$ cat config.mk
export PLATFORM = sky130hd
export DESIGN_NAME = bcd_conv_sched
export DESIGN_NICKNAME = d
export VERILOG_FILES = /design/src/rtl/bcd_pkg.sv /design/src/rtl/bcd_dabble_core.sv /design/src/rtl/bcd_conv_sched.sv
export SDC_FILE = /design/constraint.sdc
export NUM_CORES = 1
export LEC_CHECK = 0
export ABC_AREA = 1
export BUFFER_PORTS_ARGS = -buffer_cell sky130_fd_sc_hd__buf_4
export CORE_AREA = 8 8 69 101
export DETAILED_ROUTE_END_ITERATION = 16
export DIE_AREA = 0 0 77 109
export PLACE_DENSITY = 0.71
export SYNTH_ARGS = -nofsm -noshare
export SYNTH_HDL_FRONTEND = slang
export SYNTH_SLANG_ARGS = --single-unit
$ cat constraint.sdc
create_clock -name clk -period 3.02 [get_ports clk]
set_input_delay 0.151 -clock clk [delete_from_list [all_inputs] [get_ports clk]]
set_output_delay 0.151 -clock clk [all_outputs]
set_load 0.05 [all_outputs]
$ cat src/rtl/bcd_pkg.sv
// Shared types and helpers for the shared binary-to-BCD conversion scheduler.
//   BIN_W/BCD_W : operand and result widths
//   N_STEPS     : shift/correct steps per conversion (one per operand bit)
//   sched_state_t : scheduler FSM states
//   add3_fix    : shift-add-3 digit correction (add 3 when digit >= 5)
package bcd_pkg;

    localparam int unsigned BIN_W   = 8;
    localparam int unsigned BCD_W   = 12;
    localparam int unsigned N_STEPS = 8;

    typedef enum logic [1:0] {
        IDLE  = 2'd0,
        SHIFT = 2'd1,
        DONE  = 2'd2
    } sched_state_t;

    function automatic logic [3:0] add3_fix(input logic [3:0] digit);
        return (digit >= 4'd5) ? digit + 4'd3 : digit;
    endfunction

endpackage

$ cat src/rtl/bcd_dabble_core.sv
// Shift-add-3 (double dabble) datapath for one 8-bit operand.
// Ports:
//   clk_i, rst_i   : clock, asynchronous active-high reset
//   load_i         : load load_data_i, clear digits and step counter
//   load_data_i    : binary operand
//   step_en_i      : perform one correct-then-shift step
//   bcd_o          : digit value produced by the current step (valid while stepping)
//   last_step_o    : the current step is the final one
module bcd_dabble_core
    import bcd_pkg::*;
(
    input  logic             clk_i,
    input  logic             rst_i,
    input  logic             load_i,
    input  logic [BIN_W-1:0] load_data_i,
    input  logic             step_en_i,
    output logic [BCD_W-1:0] bcd_o,
    output logic             last_step_o
);

    logic [BIN_W-1:0] sh_q, sh_d;
    logic [BCD_W-1:0] dig_q, dig_d;
    logic [BCD_W-1:0] corrected;
    logic [BCD_W-1:0] dig_step;
    logic [3:0]       cnt_q, cnt_d;

    // Hundreds never exceeds 2 mid-conversion, so it needs no correction.
    assign corrected = {dig_q[11:8], add3_fix(dig_q[7:4]), add3_fix(dig_q[3:0])};
    assign dig_step  = (corrected << 1) | BCD_W'(sh_q[BIN_W-1]);

    // The scheduler captures the result on the last step edge, so expose the
    // step result rather than the registered digits.
    assign bcd_o       = dig_step;
    assign last_step_o = (cnt_q == 4'(N_STEPS - 1));

    always_comb begin
        sh_d  = sh_q;
        dig_d = dig_q;
        cnt_d = cnt_q;
        if (load_i) begin
            sh_d  = load_data_i;
            dig_d = '0;
            cnt_d = '0;
        end else if (step_en_i) begin
            sh_d  = sh_q << 1;
            dig_d = dig_step;
            cnt_d = cnt_q + 4'd1;
        end
    end

    always_ff @(posedge clk_i or posedge rst_i) begin
        if (rst_i) begin
            sh_q  <= '0;
            dig_q <= '0;
            cnt_q <= '0;
        end else begin
            sh_q  <= sh_d;
            dig_q <= dig_d;
            cnt_q <= cnt_d;
        end
    end

endmodule

$ cat src/rtl/bcd_conv_sched.sv
// Round-robin scheduler sharing one binary-to-BCD converter between N_REQ requesters.
// Ports:
//   clk, rst   : clock, asynchronous active-high reset
//   req_valid  : per-requester request; req_data[8k+7:8k] is requester k's operand
//   req_ready  : one-hot grant, asserted only in IDLE for the round-robin winner
//   rsp_valid  : result available (DONE); rsp_ready accepts it
//   rsp_id     : requester owning rsp_bcd
//   rsp_bcd    : {hundreds, tens, units}
//   busy       : scheduler not idle
module bcd_conv_sched
    import bcd_pkg::*;
#(
    parameter  int unsigned N_REQ = 4,
    localparam int unsigned ID_W  = $clog2(N_REQ)
) (
    input  logic                   clk,
    input  logic                   rst,
    input  logic [N_REQ-1:0]       req_valid,
    input  logic [N_REQ*BIN_W-1:0] req_data,
    output logic [N_REQ-1:0]       req_ready,
    output logic                   rsp_valid,
    input  logic                   rsp_ready,
    output logic [ID_W-1:0]        rsp_id,
    output logic [BCD_W-1:0]       rsp_bcd,
    output logic                   busy
);

    sched_state_t     state_q, state_d;
    logic [ID_W-1:0]  rr_ptr_q, rr_ptr_d;
    logic [ID_W-1:0]  rsp_id_q, rsp_id_d;
    logic [BCD_W-1:0] rsp_bcd_q, rsp_bcd_d;

    logic             req_any;
    logic [ID_W-1:0]  win_idx;
    logic [BIN_W-1:0] win_data;
    logic [N_REQ-1:0] grant;
    logic             core_load;
    logic             core_step;
    logic [BCD_W-1:0] core_bcd;
    logic             core_last;

    // First asserted request at or above rr_ptr, wrapping at N_REQ-1.
    always_comb begin
        int unsigned idx;
        idx     = 0;
        req_any = 1'b0;
        win_idx = '0;
        for (int unsigned i = 0; i < N_REQ; i++) begin
            idx = (32'(rr_ptr_q) + i) % N_REQ;
            if (!req_any && |(req_valid & (N_REQ'(1) << idx))) begin
                req_any = 1'b1;
                win_idx = ID_W'(idx);
            end
        end
    end

    always_comb begin
        win_data = '0;
        for (int unsigned k = 0; k < N_REQ; k++) begin
            if (ID_W'(k) == win_idx) begin
                win_data = req_data[k*BIN_W +: BIN_W];
            end
        end
    end

    always_comb begin
        state_d   = state_q;
        rr_ptr_d  = rr_ptr_q;
        rsp_id_d  = rsp_id_q;
        rsp_bcd_d = rsp_bcd_q;
        grant     = '0;
        core_load = 1'b0;
        core_step = 1'b0;
        unique case (state_q)
            IDLE: begin
                if (req_any) begin
                    grant     = N_REQ'(1) << win_idx;
                    core_load = 1'b1;
                    rsp_id_d  = win_idx;
                    // Modulo keeps the wrap correct for non-power-of-2 N_REQ.
                    rr_ptr_d  = ID_W'((32'(win_idx) + 32'd1) % N_REQ);
                    state_d   = SHIFT;
                end
            end
            SHIFT: begin
                core_step = 1'b1;
                if (core_last) begin
                    rsp_bcd_d = core_bcd;
                    state_d   = DONE;
                end
            end
            DONE: begin
                if (rsp_ready) begin
                    state_d = IDLE;
                end
            end
            default: state_d = IDLE;
        endcase
    end

    always_ff @(posedge clk or posedge rst) begin
        if (rst) begin
            state_q   <= IDLE;
            rr_ptr_q  <= '0;
            rsp_id_q  <= '0;
            rsp_bcd_q <= '0;
        end else begin
            state_q   <= state_d;
            rr_ptr_q  <= rr_ptr_d;
            rsp_id_q  <= rsp_id_d;
            rsp_bcd_q <= rsp_bcd_d;
        end
    end

    bcd_dabble_core u_core (
        .clk_i       (clk),
        .rst_i       (rst),
        .load_i      (core_load),
        .load_data_i (win_data),
        .step_en_i   (core_step),
        .bcd_o       (core_bcd),
        .last_step_o (core_last)
    );

    // Grant must stay low during reset even though req_valid may be asserted.
    assign req_ready = rst ? '0 : grant;
    assign rsp_valid = (state_q == DONE);
    assign rsp_id    = rsp_id_q;
    assign rsp_bcd   = rsp_bcd_q;
    assign busy      = (state_q != IDLE);

endmodule

==> results of run 1 <==
-- Yosys cell counts (all sizes together) (3+ instances only) --
cell    count  area, um2
o22ai      12      137.6
nand2     137      534.3
xor2        3      26.28
nand3      19      95.09
nor2       20      122.6
a21oi       9      45.04
inv        42      157.6
dfrtp      41       1026
o211ai      4      30.03
or2         5      31.28
o21ai      23      115.1
ha         13      162.7
buf         6      36.28
-- routing by layer --
metal / part of all wire, % / wire (um) / GRT usage [%]
met5: 0 / 0 / 0
met1: 44 / 2619 / 15.43
met4: 1.2 / 74 / 5.014
met2: 50 / 2975 / 26.26
met3: 5.5 / 331 / 3.630
-- per-stage QoR --
step,worst slack [ps],utilization [%],cell area (um2),instances
after detailed placement,45.06,54.75,3074,465
after CTS,20.68,56.60,3178,472
after global placement,118.3,54.75,3074,465
after floorplan,189.5,-,2566,339
after global routing,26.45,57.66,3238,475
final,274.2,57.66,3238,475
-- worst max-delay path, stage by stage (launching register included) --
cell        delay (ps)
dfrtp_1            400
inv_1              100
ha_1               260
nand2_1             80
nand2_1            100
inv_1               60
nand2_1             70
nor2_1             140
inv_1               70
nand2_1             50
nand2_1             50
nand2_1             70
nor2_1              70
inv_1              110
ha_4               190
clkinvlp_4         140
or2_2              290
nand3_1             90
nand2_1             60
nand3_1             90
nand2_1             60
nand2_1             50
nand2_1             50
-- final timing paths --
kind | from | endpoint | slack [ps] | depth (start not counted)
max | rr_ptr_q[0] | u_core.sh_q[6] | 270 | 22
min | rst | rsp_id[0] | 30 | 3
max reg2reg | rr_ptr_q[0] | u_core.sh_q[6] | 270 | 22
min reg2reg | u_core.sh_q[0] | u_core.sh_q[0] | 480 | 2
max in group asynchronous | rst | rr_ptr_q[1] | 2620 | 3
min in group clk | rsp_ready | state_q[1] | 30 | 2
-- kinds of logic after synthesis --
kind of cell	Yosys count	synth area share [%]
AND/OR/NAND/NOR	182	31.35
XOR/XNOR	4	1.365
AO/OA/AOI/OAI	49	13.07
buffers and inverters	50	7.898
adder cells (fa/ha/maj)	13	6.339
flip-flops	41	39.98
-- sequential cells by signal (all words and copies together) (netlist names) --
| register | count |
|---|---|
| rsp_bcd | 12 |
| u_core.dig_q | 11 |
| u_core.sh_q | 8 |
| u_core.cnt_q | 4 |
| rr_ptr_q | 2 |
| rsp_id | 2 |
| state_q | 2 |
-- area by class of cell --
class	count	area, um2	area share, %
clock buffer	5	68.82	2.125
multi-input combinational	248	1373	42.39
sequential	41	1027	31.72
clock inverter	2	35.03	1.082
tap	72	90.09	2.782
inverter	43	166.4	5.139
timing repair buffer	64	478.0	14.76
-- timing repair --
item                                    in CTS  in global routing
hold buffers                                 0                  0
hold endpoints to repair                     0                  0
buffers inserted                             0                  3
resized for setup                            0                  9
endpoints found under the setup margin       0                  9
==> flow_summary.toml, run 1 <==
[critical_path]
endpoint_kind = "flop"
start_kind = "flop"
crit_required_ps = 3210
critical_path_class = "reg2reg"
crit_fanout = 7
cp.arrival_ps = 2930

[placement]
dpl.hpwl_mm = 4.548
gp_congestion = 0.8671
port_buffers = 58

[route]
dr.pass1.iters = 4
drtIter0Drc = 81
drc_errors = 0
antenna_left = 0
routed-via-count = 2354
drt_wl_total_mm = 6.000
wl_per_cell_um = 12.63
avgViaCountPerCell = 4.956

[die]
dieArea_um2 = 8393
io_pins = 59
start_util_pct = 45.70
die_w_um = 77
num_rows = 34
core-area_um2 = 5615
die_h_um = 109

[finish]
fill_cells = 547
final_common_cell = "nand2_1"
areaGrowthSynthToFinish_pct = 26.18
final_cell_mix = "nand2_1, buf_4, dfrtp_1, inv_1, nand3_1"
layout-drive-gt1-share_pct = 27.30
n_antenna_cell = 0
final_net_count = 455

[run_status]
status = "finished clean"

[synth]
synth_async_sr_flop_share_pct = 100.0
synthCells = 339
syn_area_per_cell_um2 = 7.570
ys_warn_count = 0
synthFlopType = "dfrtp_1"
synth-seq-cells = 41
synth_edf_count = 0
synth.yosys.seq_area_share_pct = 39.98
synth_area_um2 = 2566
synth_nets = 391
synth_cell_type_count = 26

[clocking]
clkSlewWorstSetupHoldPaths_ps = 80
clk_path_buf_depth = 2
tritoncts = "done"
cts_inserted_buffers = 5
cts_root_buf = "clkbuf_8"
cts.sinks = 41
cts.htree.levels = 2
clock_latency_ps = 290

[timing]
final-hold-violation-count = 0
rsz0062_at_grt = "false"
fmaxAchievable_mhz = 364.2
tightest_slew_ps = 512.0
fin_skew_ps = 5.171
period_needed_ps = 2746
setup-tns-final_ps = 0
finalSetupViolCount = 0
hold_slack_ps = 26.04
slew_viol_final = 0
relSlewSlack_pct = 65.87
fin_crit_sh_pct = 90.92

[global_routing]
grt_max_degree = 42
grt_pass1_wl_mm = 10.01
grt_usage_pct = 14.24
gr-total-overflow = 0
grt_pass1_vias = 2295
antenna_found_initial = 0

[hold_path]
hold_path.class = "in2async"

[run]
cap_viol_max_count = 0
Power of run 1 is left out: the tool's default activity adds up to more than one toggle a clock period on the data nets, which glitch-free logic cannot reach.
==> run 2, diff against run 1 <==
--- a/config.mk
+++ b/config.mk
@@ -11,6 +11,7 @@
 export DETAILED_ROUTE_END_ITERATION = 16
 export DIE_AREA = 0 0 77 109
 export PLACE_DENSITY = 0.71
+export RECOVER_POWER = 100
 export SYNTH_ARGS = -nofsm -noshare
 export SYNTH_HDL_FRONTEND = slang
 export SYNTH_SLANG_ARGS = --single-unit
==> constraint.sdc (replaced) <==
create_clock -name clk -period 2.7 [get_ports clk]
set_input_delay 0.135 -clock clk [delete_from_list [all_inputs] [get_ports clk]]
set_output_delay 0.135 -clock clk [all_outputs]
set_load 0.05 [all_outputs]
==> run 2 against run 1 <==
Compared with the run above: the flow now finishes with violations (capacitance limit, slew limit, setup timing); sequential share of layout area fell by 1.4 points; largest cell class unchanged; sequential cell count did not move; die area did not move; utilization rose by 2.7 points; global-route usage rose by 0.66 points; clock skew rose by 2.2 ps; final cell count rose by 1.7%; highest routed layer unchanged.
==> flow_summary.toml, run 2 (synthesis gave the netlist of run 1 again) <==
[die]
io_pins = 59
die_h_um = 109
die_w_um = 77
dieArea_um2 = 8393
start_util_pct = 45.70
num_rows = 34
core-area_um2 = 5615

[hold_path]
hp-start = "req_data[24]"
timing.hold.worst_endpoint = "u_core.sh_q[0]"
hold_path.class = "in2reg"
worstHoldPathCells = 5

[timing]
setup-tns-final_ps = -12.12
relSlewSlack_pct = -40.68
period_needed_ps = 2712
fin_crit_sh_pct = 100.4
fmaxAchievable_mhz = 368.7
timing.final.ws_setup_ps = -12.12
slew_viol_final = 42
tightest_slew_ps = 2110
finalSetupViolCount = 1
rsz0062_at_grt = "true"
fin_skew_ps = 7.338
final-hold-violation-count = 0

[finish]
final_common_cell = "nand2_1"
final_net_count = 462
n_antenna_cell = 0
final_cell_mix = "nand2_1, buf_4, dfrtp_1, inv_1, o21ai_0"
largest_reg_flops = 12
areaGrowthSynthToFinish_pct = 32.03
layout-drive-gt1-share_pct = 31.63

[critical_path]
cpPeakStageDelay_ps = 480
crit_required_ps = 2570
cp.arrival_ps = 2580
rrSetupSlack_ps = 90
r2r_start = "rr_ptr_q[1]"
worstPathCellList = "inv_4 -> ha_4 -> nand2_1 -> nand2_2 -> inv_1 -> nand2_2 -> nor2_4 -> nand2_1 -> nand2_1 -> inv_1 -> nand3_4 -> inv_2 -> ha_2 -> buf_6 -> inv_1 -> nor2_1 -> buf_6"
ff2ff_path_depth = 21
endpoint_kind = "output pin"
critical_path_class = "reg2out"
crit_fanout = 9
start_kind = "flop"
r2r_end = "u_core.sh_q[4]"
crit_buf_inv = 7
cp_top_family = "buffers and inverters"
critPathSlowestCell = "dfrtp_2"

[route]
routed-via-count = 2361
dr.pass1.iters = 4
antenna_left = 0
avgViaCountPerCell = 4.888
drt_wl_total_mm = 6.325
drc_errors = 0
drtIter0Drc = 82
wl_per_cell_um = 13.10

[placement]
pre_cts_ws_ps = -35.71
gp_congestion = 0.8494
port_buffers = 58
dpl.hpwl_mm = 4.556

[clocking]
clock_latency_ps = 300
clk_path_buf_depth = 2
cts.htree.levels = 2
cts.sinks = 41
cts_inserted_buffers = 5
clkSlewWorstSetupHoldPaths_ps = 80
cts_root_buf = "clkbuf_8"
tritoncts = "done"

[run]
cap_viol_max_count = 1

[global_routing]
gr-total-overflow = 0
grt_pass1_wl_mm = 10.51
grt_max_degree = 42
grt_pass1_vias = 2435
antenna_found_initial = 0
grt_usage_pct = 14.90

[run_status]
violations = "capacitance limit, slew limit, setup timing"
status = "finished with violations"
==> run 2: cell types whose count changed in the layout (fill, tap and decap cells not counted), moves of 6 or more <==
cell | previous run | this run
o21ai_0 | 14 | 20
clkbuf_1 | 0 | 16
nand2_2 | 2 | 10
buf_4 | 63 | 48
nand2_1 | 133 | 125
o21ai_1 | 9 | 3
ha_1 | 12 | 6
==> run 2: worst max-delay path by stage <==
| stage | endpoint | slack (ps) | cells after the start | from |
|---|---|---|---|---|
| after global routing | req_ready[1] | -150 | 17 | rr_ptr_q[0] |
| after detailed placement | u_core.sh_q[4] | -40 | 20 | rr_ptr_q[1] |
| after floorplan | req_ready[2] | 60 | 15 | rr_ptr_q[0] |
| after CTS | req_ready[1] | 2 | 14 | rr_ptr_q[1] |
| final | req_ready[1] | -10 | 17 | rr_ptr_q[0] |
| after global placement | u_core.sh_q[4] | 10 | 20 | rr_ptr_q[1] |
==> run 2: final cells by class <==
class	count	area, um2
Fill cell	531	2227
Multi-Input combinational cell	248	1513
Sequential cell	41	1028
Timing Repair Buffer	71	503.0
Inverter	43	167.7
Tap cell	72	90.09
Clock buffer	5	68.82
Clock inverter	3	17.52
==> run 2: tightest hold or removal path, stage by stage <==
cell and delay (ps):
buf_4 80, nand2_1 40, o21ai_0 70, nand2_1 50, nand2_1 60
==> run 2: what timing repair did <==
action	4_1_cts	5_1_grt
setup endpoints to repair	10	12
setup buffers	2	3
endpoints found under the hold margin	1	0
pin swaps	2	16
hold buffers	1	0
resized for setup	9	45
gates cloned	0	0
==> run 2: through the flow <==
stage	util [%]	hold WS [ps]	std cells	instance area, um2
after floorplan	-	221.3	339	2569
after global placement	55.33	310.7	469	3107
after detailed placement	55.33	316.4	469	3107
after CTS	57.95	24.98	480	3254
after global routing	60.34	227.0	483	3388
final	60.34	168.5	483	3388
==> run 2: metal layers <==
| metal | track usage (%) | up-vias | share of wire, % |
|---|---|---|---|
| li1 | - | 1208 | - |
| met1 | 15.83 | 1076 | 44 |
| met2 | 28.09 | 65 | 49 |
| met3 | 3.465 | 12 | 4.7 |
| met4 | 5.285 | 0 | 1.8 |
| met5 | 0 | - | 0 |
Power of run 2 is left out for the same reason.
==> run 3, diff against run 2 <==
--- a/config.mk
+++ b/config.mk
@@ -5,12 +5,12 @@
 export SDC_FILE = /design/constraint.sdc
 export NUM_CORES = 1
 export LEC_CHECK = 0
-export ABC_AREA = 1
 export BUFFER_PORTS_ARGS = -buffer_cell sky130_fd_sc_hd__buf_4
-export CORE_AREA = 8 8 69 101
+export CORE_AREA = 8 8 68 99
+export CTS_CLUSTER_SIZE = 25
 export DETAILED_ROUTE_END_ITERATION = 16
-export DIE_AREA = 0 0 77 109
-export PLACE_DENSITY = 0.71
+export DIE_AREA = 0 0 76 107
+export PLACE_DENSITY = 0.7
 export RECOVER_POWER = 100
 export SYNTH_ARGS = -nofsm -noshare
 export SYNTH_HDL_FRONTEND = slang
==> run 3 against run 2 <==
Compared with the run above: sequential cell count is the same; the run ends with setup timing left; final cell count down 9.7%; clock-buffer cell count did not move; synthesized area down 5.0%; non-clock buffer count rose by 25; routed wire length rose by 10%; utilization up 4.2 points; hold slack lost 150 ps; design area is 1.4% higher.
==> flow_summary.toml, run 3 <==
[run_status]
status = "finished with violations"
violations = "setup timing"

[critical_path]
start_kind = "flop"
cp.arrival_ps = 3080
worstPathCellList = "inv_4 -> ha_4 -> a22o_1 -> a221oi_4 -> buf_4 -> o21a_1 -> o31a_1 -> ha_2 -> buf_6 -> buf_6 -> a21oi_2 -> o21ai_1 -> a22oi_1 -> nor2_1 -> a221o_1"
crit_fanout = 8
rrSetupSlack_ps = -200
cp_common_cell = "buf_6"
cpPeakStageDelay_ps = 470
endpoint_kind = "flop"
critical_path_class = "reg2reg"
critPathSlowestCell = "dfrtp_2"
crit_required_ps = 2890

[die]
core-area_um2 = 5326
dieArea_um2 = 8132
num_rows = 33
die_h_um = 107
io_pins = 59
start_util_pct = 45.78
die_w_um = 76

[global_routing]
grt_pass1_vias = 2512
grt_pass1_wl_mm = 11.36
grt_max_degree = 38
grt_usage_pct = 16.79
antenna_found_initial = 0
gr-total-overflow = 0

[clocking]
tritoncts = "done"
cts.htree.levels = 2
clk_path_buf_depth = 2
cts_root_buf = "clkbuf_8"
cts.sinks = 41
clock_latency_ps = 300
cts_inserted_buffers = 5
clkSlewWorstSetupHoldPaths_ps = 80

[finish]
final_net_count = 417
areaGrowthSynthToFinish_pct = 40.89
n_antenna_cell = 0
final_common_cell = "buf_4"
layout-drive-gt1-share_pct = 33.88
largest_reg_flops = 12
final_cell_mix = "buf_4, nand2_1, dfrtp_1, o21ai_0, clkbuf_1"
final_cells = 436

[hold_path]
hold_path.class = "in2reg"

[timing]
slew_viol_final = 0
rsz0062_at_grt = "true"
finalSetupViolCount = 12
timing.final.ws_setup_ps = -198.5
relSlewSlack_pct = 38.99
period_needed_ps = 2898
tightest_slew_ps = 915.1
fmaxAchievable_mhz = 345.0
fin_skew_ps = 15.79
fin_crit_sh_pct = 107.4
final-hold-violation-count = 0

[placement]
dpl.hpwl_mm = 4.698
port_buffers = 58
gp_congestion = 0.8535
pre_cts_ws_ps = -202.2
dp_cells = 412

[synth]
syn_area_per_cell_um2 = 8.804
synth_top_cells_by_area = "dfrtp_1, nand2_1, ha_1, o21ai_0, a21oi_1"
ys_warn_count = 0
synth_area_um2 = 2439
synthFlopType = "dfrtp_1"
yosysMostFrequentCell = "nand2_1"
synth_top_area_share_pct = 42.07
synth_cell_type_count = 40
synth.top_cells.by_count = "nand2_1, dfrtp_1, o21ai_0"
synth.yosys.seq_area_share_pct = 42.07
synth_async_sr_flop_share_pct = 100.0
synth-seq-cells = 41
yosysTopAreaCell = "dfrtp_1"
synthCells = 277
synth_nets = 329
synth_edf_count = 0

[route]
wl_per_cell_um = 15.99
routed-via-count = 2369
drt_wl_total_mm = 6.970
drtIter0Drc = 125
dr.pass1.iters = 4
avgViaCountPerCell = 5.433
drc_errors = 0
antenna_left = 0

[run]
cap_viol_max_count = 0
run 3: cell types whose count changed after synthesis, sizes merged, moves of 6 or more:
cell    change
nor2        -9
nor3b       +6
a221oi      +6
a21oi       +8
a22oi       +9
clkbuf      +9
nand3       -9
o22ai      -11
nor3        +7
nor2b      +11
o21ai       +6
inv        -30
nand2      -93
run 3: repair_timing:
action                                 in CTS  in global routing
setup endpoints to repair                  12                 12
endpoints found under the hold margin       4                  0
hold buffers                                1                  0
resized for setup                          31                 25
pin swaps                                  10                 15
buffers inserted                            9                  6
run 3: worst paths after layout:
check                            start               to  depth (start not counted)
min                          rsp_ready       state_q[1]                          2
min in group asynchronous          rst        rsp_id[0]                          3
max in group asynchronous          rst  u_core.dig_q[1]                          4
max                        rr_ptr_q[0]   u_core.sh_q[1]                         15
max reg2reg                rr_ptr_q[0]   u_core.sh_q[1]                         15
min reg2reg                 rsp_bcd[4]       rsp_bcd[4]                          2
run 3: kinds of logic (layout without fill, tap and decap cells):
logic type / Yosys count / in the layout / synth area share, %
flops: 41 / 41 / 42.07
compound gates: 86 / 86 / 23.71
xor+xnor: 4 / 4 / 1.437
simple gates: 103 / 103 / 20.22
fa+ha+maj: 13 / 13 / 6.670
buf+inv: 27 / 116 / 4.567
mux: 3 / 3 / 1.334
run 3: cell type report:
| cell class | count | area [um2] |
|---|---|---|
| Inverter | 12 | 50.05 |
| Sequential cell | 41 | 1028 |
| Clock inverter | 3 | 17.52 |
| Tap cell | 70 | 87.58 |
| Timing Repair Buffer | 96 | 705.7 |
| Fill cell | 449 | 1891 |
| Multi-Input combinational cell | 209 | 1478 |
| Clock buffer | 5 | 68.82 |
run 3: per-stage QoR:
step	TNS, ps	util [%]	hold WS (ps)	area [um2]
finish	-1730	64.51	17.50	3436
global route	-3391	64.51	6.890	3436
CTS	-114.6	63.42	16.18	3378
detailed placement	-1176	57.88	73.27	3083
global placement	-380.3	57.88	62.31	3083
floorplan	0	-	221.3	2465
run 3: worst max-delay path, delay by kind of cell (launching register included):
family	cells	cell delay (ps)
buffers and inverters	4	510
flip-flops	1	470
AO/OA/AOI/OAI	8	1380
adder cells (fa/ha/maj)	2	380
AND/OR/NAND/NOR	1	60
run 3: routing by layer:
layer	wire length [um]	vias to the layer above	GRT usage [%]
met1	2682	1106	16.87
met5	0	-	0
met3	438	17	4.941
li1	-	1161	-
met2	3631	85	29.99
met4	217	0	10.00
Power of run 3 is left out for the same reason.
